## src/rtl/mac_array_param.sv

```systemverilog
// Parametrised N_OUT-lane multiply-accumulate array for fully connected layers.
// One activation per beat against N_OUT weights, two-stage pipeline, saturating accumulators.
module mac_array_param #(
  parameter int N_OUT      = 10,
  parameter int DW         = 8,
  parameter int ACC_W      = 20,
  parameter int BIAS_SHIFT = 0,
  parameter int OUT_SHIFT  = 0
) (
  input  logic                      clk,
  input  logic                      rst,
  input  logic                      clr,
  input  logic                      start,
  input  logic                      in_valid,
  input  logic                      in_last,
  input  logic signed [DW-1:0]      activation,
  input  logic [N_OUT*DW-1:0]       weights_packed,
  input  logic [N_OUT*DW-1:0]       biases_packed,
  input  logic                      relu_en,
  output logic                      busy,
  output logic                      out_valid,
  output logic [N_OUT*ACC_W-1:0]    acc_out_packed,
  output logic [N_OUT*DW-1:0]       q_out_packed,
  output logic [N_OUT-1:0]          sat_packed
);

  typedef enum logic [1:0] {IDLE, ACC, DRAIN, DONE} state_t;

  localparam logic signed [ACC_W:0]   ACC_MAX = {2'b00, {(ACC_W-1){1'b1}}};
  localparam logic signed [ACC_W:0]   ACC_MIN = {2'b11, {(ACC_W-1){1'b0}}};
  localparam logic signed [ACC_W-1:0] Q_MAX   = {{(ACC_W-DW+1){1'b0}}, {(DW-1){1'b1}}};
  localparam logic signed [ACC_W-1:0] Q_MIN   = {{(ACC_W-DW+1){1'b1}}, {(DW-1){1'b0}}};

  state_t                  state;
  logic                    p_valid;
  logic [N_OUT-1:0]        sat;
  logic signed [ACC_W-1:0] acc     [N_OUT];
  logic signed [2*DW-1:0]  prod    [N_OUT];
  logic signed [2*DW-1:0]  mult    [N_OUT];
  logic signed [ACC_W-1:0] bias_ld [N_OUT];
  logic signed [ACC_W:0]   sum     [N_OUT];
  logic signed [ACC_W-1:0] acc_nxt [N_OUT];
  logic [N_OUT-1:0]        ovf;
  logic signed [ACC_W-1:0] t       [N_OUT];

  // Per-lane datapath: product, bias load value and saturating sum.
  // NOTE: every always_comb output gets a default first so no path can infer a latch.
  always_comb begin
    ovf = '0;
    for (int i = 0; i < N_OUT; i++) begin
      logic [2*DW-1:0] a_ext;
      logic [2*DW-1:0] w_ext;
      logic [ACC_W-1:0] b_ext;
      a_ext      = {{DW{activation[DW-1]}}, activation};
      w_ext      = {{DW{weights_packed[i*DW+DW-1]}}, weights_packed[i*DW +: DW]};
      mult[i]    = a_ext * w_ext;
      b_ext      = {{(ACC_W-DW){biases_packed[i*DW+DW-1]}}, biases_packed[i*DW +: DW]};
      bias_ld[i] = b_ext <<< BIAS_SHIFT;
      sum[i]     = {acc[i][ACC_W-1], acc[i]}
                 + {{(ACC_W+1-2*DW){prod[i][2*DW-1]}}, prod[i]};
      acc_nxt[i] = sum[i][ACC_W-1:0];
      if (sum[i] > ACC_MAX) begin
        acc_nxt[i] = ACC_MAX[ACC_W-1:0];
        ovf[i]     = 1'b1;
      end else if (sum[i] < ACC_MIN) begin
        acc_nxt[i] = ACC_MIN[ACC_W-1:0];
        ovf[i]     = 1'b1;
      end
    end
  end

  // NOTE: sequential state uses non-blocking assignments only, so all flops update together.
  always_ff @(posedge clk or posedge rst) begin
    if (rst) begin
      state     <= IDLE;
      p_valid   <= 1'b0;
      sat       <= '0;
      busy      <= 1'b0;
      out_valid <= 1'b0;
      // NOTE: the accumulators are flops, not a RAM, so they are reset lane by lane.
      for (int i = 0; i < N_OUT; i++) begin
        acc[i]  <= '0;
        prod[i] <= '0;
      end
    end else if (clr) begin
      state     <= IDLE;
      p_valid   <= 1'b0;
      sat       <= '0;
      busy      <= 1'b0;
      out_valid <= 1'b0;
      for (int i = 0; i < N_OUT; i++) acc[i] <= '0;
    end else begin
      out_valid <= 1'b0;
      unique case (state)
        IDLE: begin
          p_valid <= 1'b0;
          if (start) begin
            state <= ACC;
            busy  <= 1'b1;
            sat   <= '0;
            for (int i = 0; i < N_OUT; i++) acc[i] <= bias_ld[i];
          end
        end
        ACC: begin
          p_valid <= in_valid;
          if (in_valid) begin
            for (int i = 0; i < N_OUT; i++) prod[i] <= mult[i];
            if (in_last) state <= DRAIN;
          end
          if (p_valid) begin
            for (int i = 0; i < N_OUT; i++) acc[i] <= acc_nxt[i];
            sat <= sat | ovf;
          end
        end
        DRAIN: begin
          // The final beat's product is still in flight; fold it in here.
          p_valid   <= 1'b0;
          state     <= DONE;
          out_valid <= 1'b1;
          if (p_valid) begin
            for (int i = 0; i < N_OUT; i++) acc[i] <= acc_nxt[i];
            sat <= sat | ovf;
          end
        end
        DONE: begin
          state <= IDLE;
          busy  <= 1'b0;
        end
        default: state <= IDLE;
      endcase
    end
  end

  // Requantisation: arithmetic shift, optional ReLU, clamp to DW bits.
  always_comb begin
    acc_out_packed = '0;
    q_out_packed   = '0;
    for (int i = 0; i < N_OUT; i++) begin
      acc_out_packed[i*ACC_W +: ACC_W] = acc[i];
      t[i] = acc[i] >>> OUT_SHIFT;
      if (relu_en && t[i][ACC_W-1]) t[i] = '0;
      if (t[i] > Q_MAX)      q_out_packed[i*DW +: DW] = Q_MAX[DW-1:0];
      else if (t[i] < Q_MIN) q_out_packed[i*DW +: DW] = Q_MIN[DW-1:0];
      else                   q_out_packed[i*DW +: DW] = t[i][DW-1:0];
    end
  end

  assign sat_packed = sat;

endmodule

```

## config.mk

```make
export PLATFORM = sky130hd
export DESIGN_NAME = mac_array_param
export DESIGN_NICKNAME = d
export VERILOG_FILES = /design/src/rtl/mac_array_param.sv
export SDC_FILE = /design/constraint.sdc
export NUM_CORES = 2
export LEC_CHECK = 0
export ABC_AREA = 1
export BUFFER_PORTS_ARGS = -buffer_cell sky130_fd_sc_hd__buf_2
export CAP_MARGIN = 40
export CORE_ASPECT_RATIO = 0.7
export CORE_UTILIZATION = 40
export DETAILED_ROUTE_END_ITERATION = 7
export PLACE_DENSITY = 0.57
export SYNTH_ARGS = -nofsm -noshare
export SYNTH_HDL_FRONTEND = slang
export SYNTH_SLANG_ARGS = --single-unit
```

## constraint.sdc

```tcl
create_clock -name clk -period 40 [get_ports clk]
set_input_delay 10 -clock clk [delete_from_list [all_inputs] [get_ports clk]]
set_output_delay 10 -clock clk [all_outputs]
set_load 0.05 [all_outputs]
```

; After elaboration in Yosys (flattened, before gate mapping)
; Cells that the tools add are included.
[word_totals]
out_inout_bits = 292
mem_count = 0
ram_bits = 0
romBits = 0
word_cells = 204
latchBits = 0
register_bits = 375
inputBits = 175
[op_classes]
magnitude_cmp = 40
mux = 90
addsub = 10
eq_ne = 7
div_mod_pow = 0
mul = 10
shifts = 0
n_reduce_logical = 20
n_bitwise = 2
[ops]
columns = op, count
row1 = $mux 20, 30
row2 = $mux 200, 3
row3 = $pmux 200 s2, 1
row4 = $add 20x16->21, 10
row5 = $gt 21x20->1 const B, 10
row6 = $lt 21x20->1 const B, 10
row7 = $gt 20x8->1 const B, 10
row8 = $lt 20x8->1 const B, 10
row9 = $mul 8x8->16, 10
row10 = $mux 8, 20
row11 = $mux 10, 3
row12 = $mux 1, 25
row13 = $pmux 10 s2, 1
row14 = $logic_and 1x1->1, 10
row15 = $or 10x10->10, 1
row16 = $ne 3x3->1 const B, 3
row17 = $reduce_and 3->1, 3
row18 = $reduce_bool 3->1, 3
row19 = $mux 2, 4
row20 = $pmux 2 s4, 1
row21 = $eq 2x2->1 const B, 2
row22 = $pmux 1 s2, 2
row23 = $reduce_or 2->1, 2
row24 = $ne 3x1->1 const B, 1
row25 = other kinds (4), 4

; Longest topological paths before layout
[logic_depth]
ltp_word = 8
mapped_depth = 25
depth_no_buf = 23

; Worst setup path after synthesis
; No wires, ideal clock.
[synth_path]
path_kind = input port to output port
startpoint = input port relu_en
endpoint = output port q_out_packed[0]
arrival_time_ps = 11801
path_slack_ps = 18199
t_required_ps = 30000
stages = 5
path_cell_list = clkbuf_1 > nor2_1 > inv_1 > a31oi_1 > nand2_1
[synth_via]
elab_chain_cells = 5
word_cells_on_any_way = 6
cone_classes = 2 x order compare / 3 x mux / 1 x reduce/logical
[synth_lines]
columns = element, line_no
row1 = "start, declared", 19  ; input logic relu_en,
row2 = $logic_and 1x1->1 *, 141  ; if (relu_en && t[i][ACC_W-1]) t[i] = '0;
row3 = $mux 20 *, 141
row4 = $lt 20x8->1, 143  ; else if (t[i] < Q_MIN) q_out_packed[i*DW +: DW] = Q_MIN[DW-1:0];
row5 = $mux 8, 143
row6 = $mux 8 *, 142  ; if (t[i] > Q_MAX) q_out_packed[i*DW +: DW] = Q_MAX[DW-1:0];
row7 = "end, declared", 23  ; output logic [N_OUT*DW-1:0] q_out_packed,
; Mark *: on every way between the ends. The rest lies on a longest branch, timed or not.

; Worst setup path after layout
[layout_path]
startpoint = input port relu_en
endpoint = output port q_out_packed[1]
; Same word-level chain as after synthesis.

==> out/qor.yml <==
die_height_um: 315.4
multi_input_area_um2: 39230
crit_arrival_ns: 11.96
cts_root_buffer: "clkbuf_16"
crit_type: "in -> out"
p_leak_nw: 35.98
worstPathMaxFanout: 20
ys_seq_area_frac: 0.1672
gp_congestion: 0.9505
p_total_mw: 5.090
overflow: 0
period_needed_ns: 21.96
first_pass_iters: 8
antenna_found_initial: 37
wire_per_inst_um: 16.54
htree_num_levels: 2
drive_gt1_frac: 0.08711
synthFlopType: "dfrtp_1"
grt_pass1_vias: 50030
wl_um: 172100
filler_cell_count: 14780
max_freq_mhz: 45.54
power_density_nw_per_um2: 82.49
synth_cells: 8194
dp.cells: 10300
yosys_register_bits: 375
port_buffers: 466
min_path_type: "reg -> reg"
ff_latch_area_um2: 9384
area_growth_pct: 9.907
avgViaCountPerCell: 4.950
timing.setup.tns_ns: 0
cts-buffers-inserted: 47
cts_hold_buf: 0
cap_violations: 0
period_share: 0.5490
worstSkewPairLatency_ns: 0.68
synth_area_um2: 56140
peakVddDrop_mv: 0.06024
grt_pass1_wl_um: 275500
cts_sinks: 375
synth_edf_count: 0
yosysUniqueCellTypes: 52
syn_nets: 9423
grt_setup_unrepaired: "no"
drcViolationCount: 0
crit_required_ns: 30.00
core_um2: 138600
clock_skew_ns: 0.04734
post-cts-setup-buffers: 0
dieArea_um2: 141900
cp-start-kind: "input pin"
pin_count: 467
ant_nets: 0
setup_viol: 0
cts_tree: "done"
cts-resized-gates: 0
rows: 114
drt_iter0_markers: 3540
finalHoldViolCount: 0
initial_utilization: 0.4049
grt_max_degree: 146
drv_slew: 0
die_w_um: 449.8
relSlewSlack: 0.3812
setup.worst_path.end_class: "output pin"
grt_usage: 0.2427
num_vias: 51520
dp_hpwl_um: 139100
cts_buffer_depth: 3
worst_pin_slew_ns: 0.9282
ys_warn_count: 0
finalNonFillerCells: 10410
avgSynthCellArea_um2: 6.851
cts.clk_slew.worst_paths_ns: 0.06
synthArstFlopShare: 1.000
outcome: "finished clean"
final_nets: 9720
-- path summary, 6_finish.rpt --
path	start	endpoint	slack [ns]	depth (start not counted)
worst max-delay path	relu_en	q_out_packed[1]	18.04	6
worst min-delay path	prod[71]	prod[71]	0.49	2
worst max register to register	state[0]	acc_out_packed[174]	35.03	12
worst min register to register	prod[71]	prod[71]	0.49	2
max in group asynchronous	rst	acc_out_packed[163]	28.90	5
min in group asynchronous	rst	out_valid	9.32	2
-- report_power, final --
part	switching [mW]	leakage [nW]	total [mW]	internal [mW]
logic	2.62	30.4	3.87	1.24
registers	0.213	4.80	0.760	0.546
clock network	0.196	0.793	0.462	0.266
-- metal layers --
layer / up-vias / wire [um] / part of all wire / global-route usage
met2: 1142 / 71680 / 0.42 / 0.3590
met5: - / 98 / 0.00057 / 0
met1: 24640 / 85840 / 0.50 / 0.3633
li1: 25550 / - / - / -
met4: 14 / 3629 / 0.021 / 0.05867
met3: 183 / 10880 / 0.063 / 0.04451
-- logic make-up after synthesis --
family	after synthesis	share of synthesized area
AO/OA/AOI/OAI	730	0.07183
XOR/XNOR	201	0.03136
adder cells (fa/ha/maj)	1054	0.3098
buffers and inverters	1934	0.1346
flip-flops	375	0.1672
AND/OR/NAND/NOR	3900	0.2853
-- layout by cell type (no fill, tap or decap), types with 15 or more instances in the layout --
cell type  count
buf_2        460
nand3_1      323
nor2_1       459
nor2_2        31
ha_1         493
inv_1       1654
o21bai_1      19
nand2_1     2776
nor4_1        22
xor2_1       107
fa_1         560
diode_2       23
o21ai_1       31
nand3b_1      48
clkbuf_16     47
xnor2_1       94
buf_4         35
a31oi_1       24
nand2_2       25
o21ai_0      314
or2_2         28
dfrtp_1      375
nand4_1       97
nor3_1        55
a21oi_2       15
a21oi_1      254
-- flip-flops by register name, summed over array words and instances, names as in the netlist --
name,flops
out_valid,1
acc_out_packed,200
busy,1
state,2
prod,160
p_valid,1
sat_packed,10
-- stage by stage --
stage          setup WS, ns  hold WS (ns)  utilization  area [um^2]
6_report              18.04        0.4865       0.4450        61700
5_1_grt               17.92        0.5016       0.4449        61680
4_1_cts               18.16        0.4917       0.4445        61630
3_5_place_dp          18.16        0.4758       0.4329        60020
3_3_place_gp          18.23        0.4748       0.4314        59810
2_1_floorplan         18.20        0.4528            -        56140
-- layout make-up --
type,count,share of cell area
multi-input combinational,5885,0.6358
timing repair buffer,503,0.04490
antenna,23,0.0009328
clock buffer,58,0.02054
sequential,375,0.1521
clock inverter,29,0.005638
tap,1856,0.03764
inverter,1679,0.1024
-- cell usage after synthesis (16+ instances only) --
master / n / area share
a21oi_1: 254 / 0.023
a31oi_1: 24 / 0.0027
buf_2: 20 / 0.0018
buf_6: 18 / 0.0036
clkbuf_1: 122 / 0.0082
clkbuf_2: 69 / 0.0062
dfrtp_1: 375 / 0.17
fa_1: 560 / 0.20
ha_1: 494 / 0.11
inv_1: 1655 / 0.11
inv_2: 16 / 0.0011
nand2_1: 2777 / 0.19
nand2_2: 25 / 0.0028
nand3_1: 323 / 0.029
nand3b_1: 48 / 0.0064
nand4_1: 97 / 0.011
nor2_1: 459 / 0.031
nor2_2: 32 / 0.0036
nor3_1: 55 / 0.0049
nor4_1: 22 / 0.0025
o21ai_0: 314 / 0.028
o21ai_1: 31 / 0.0028
o21bai_1: 19 / 0.0025
or2_2: 28 / 0.0031
xnor2_1: 94 / 0.015
xor2_1: 107 / 0.017
-- critical path, cell delays in order --
cell and delay [ns]:
buf_2 0.07, buf_4 0.53, nand2_1 0.34, a31oi_1 0.64, nand2_1 0.10, buf_2 0.24
No activity file was read; power rests on OpenSTA's default activity.
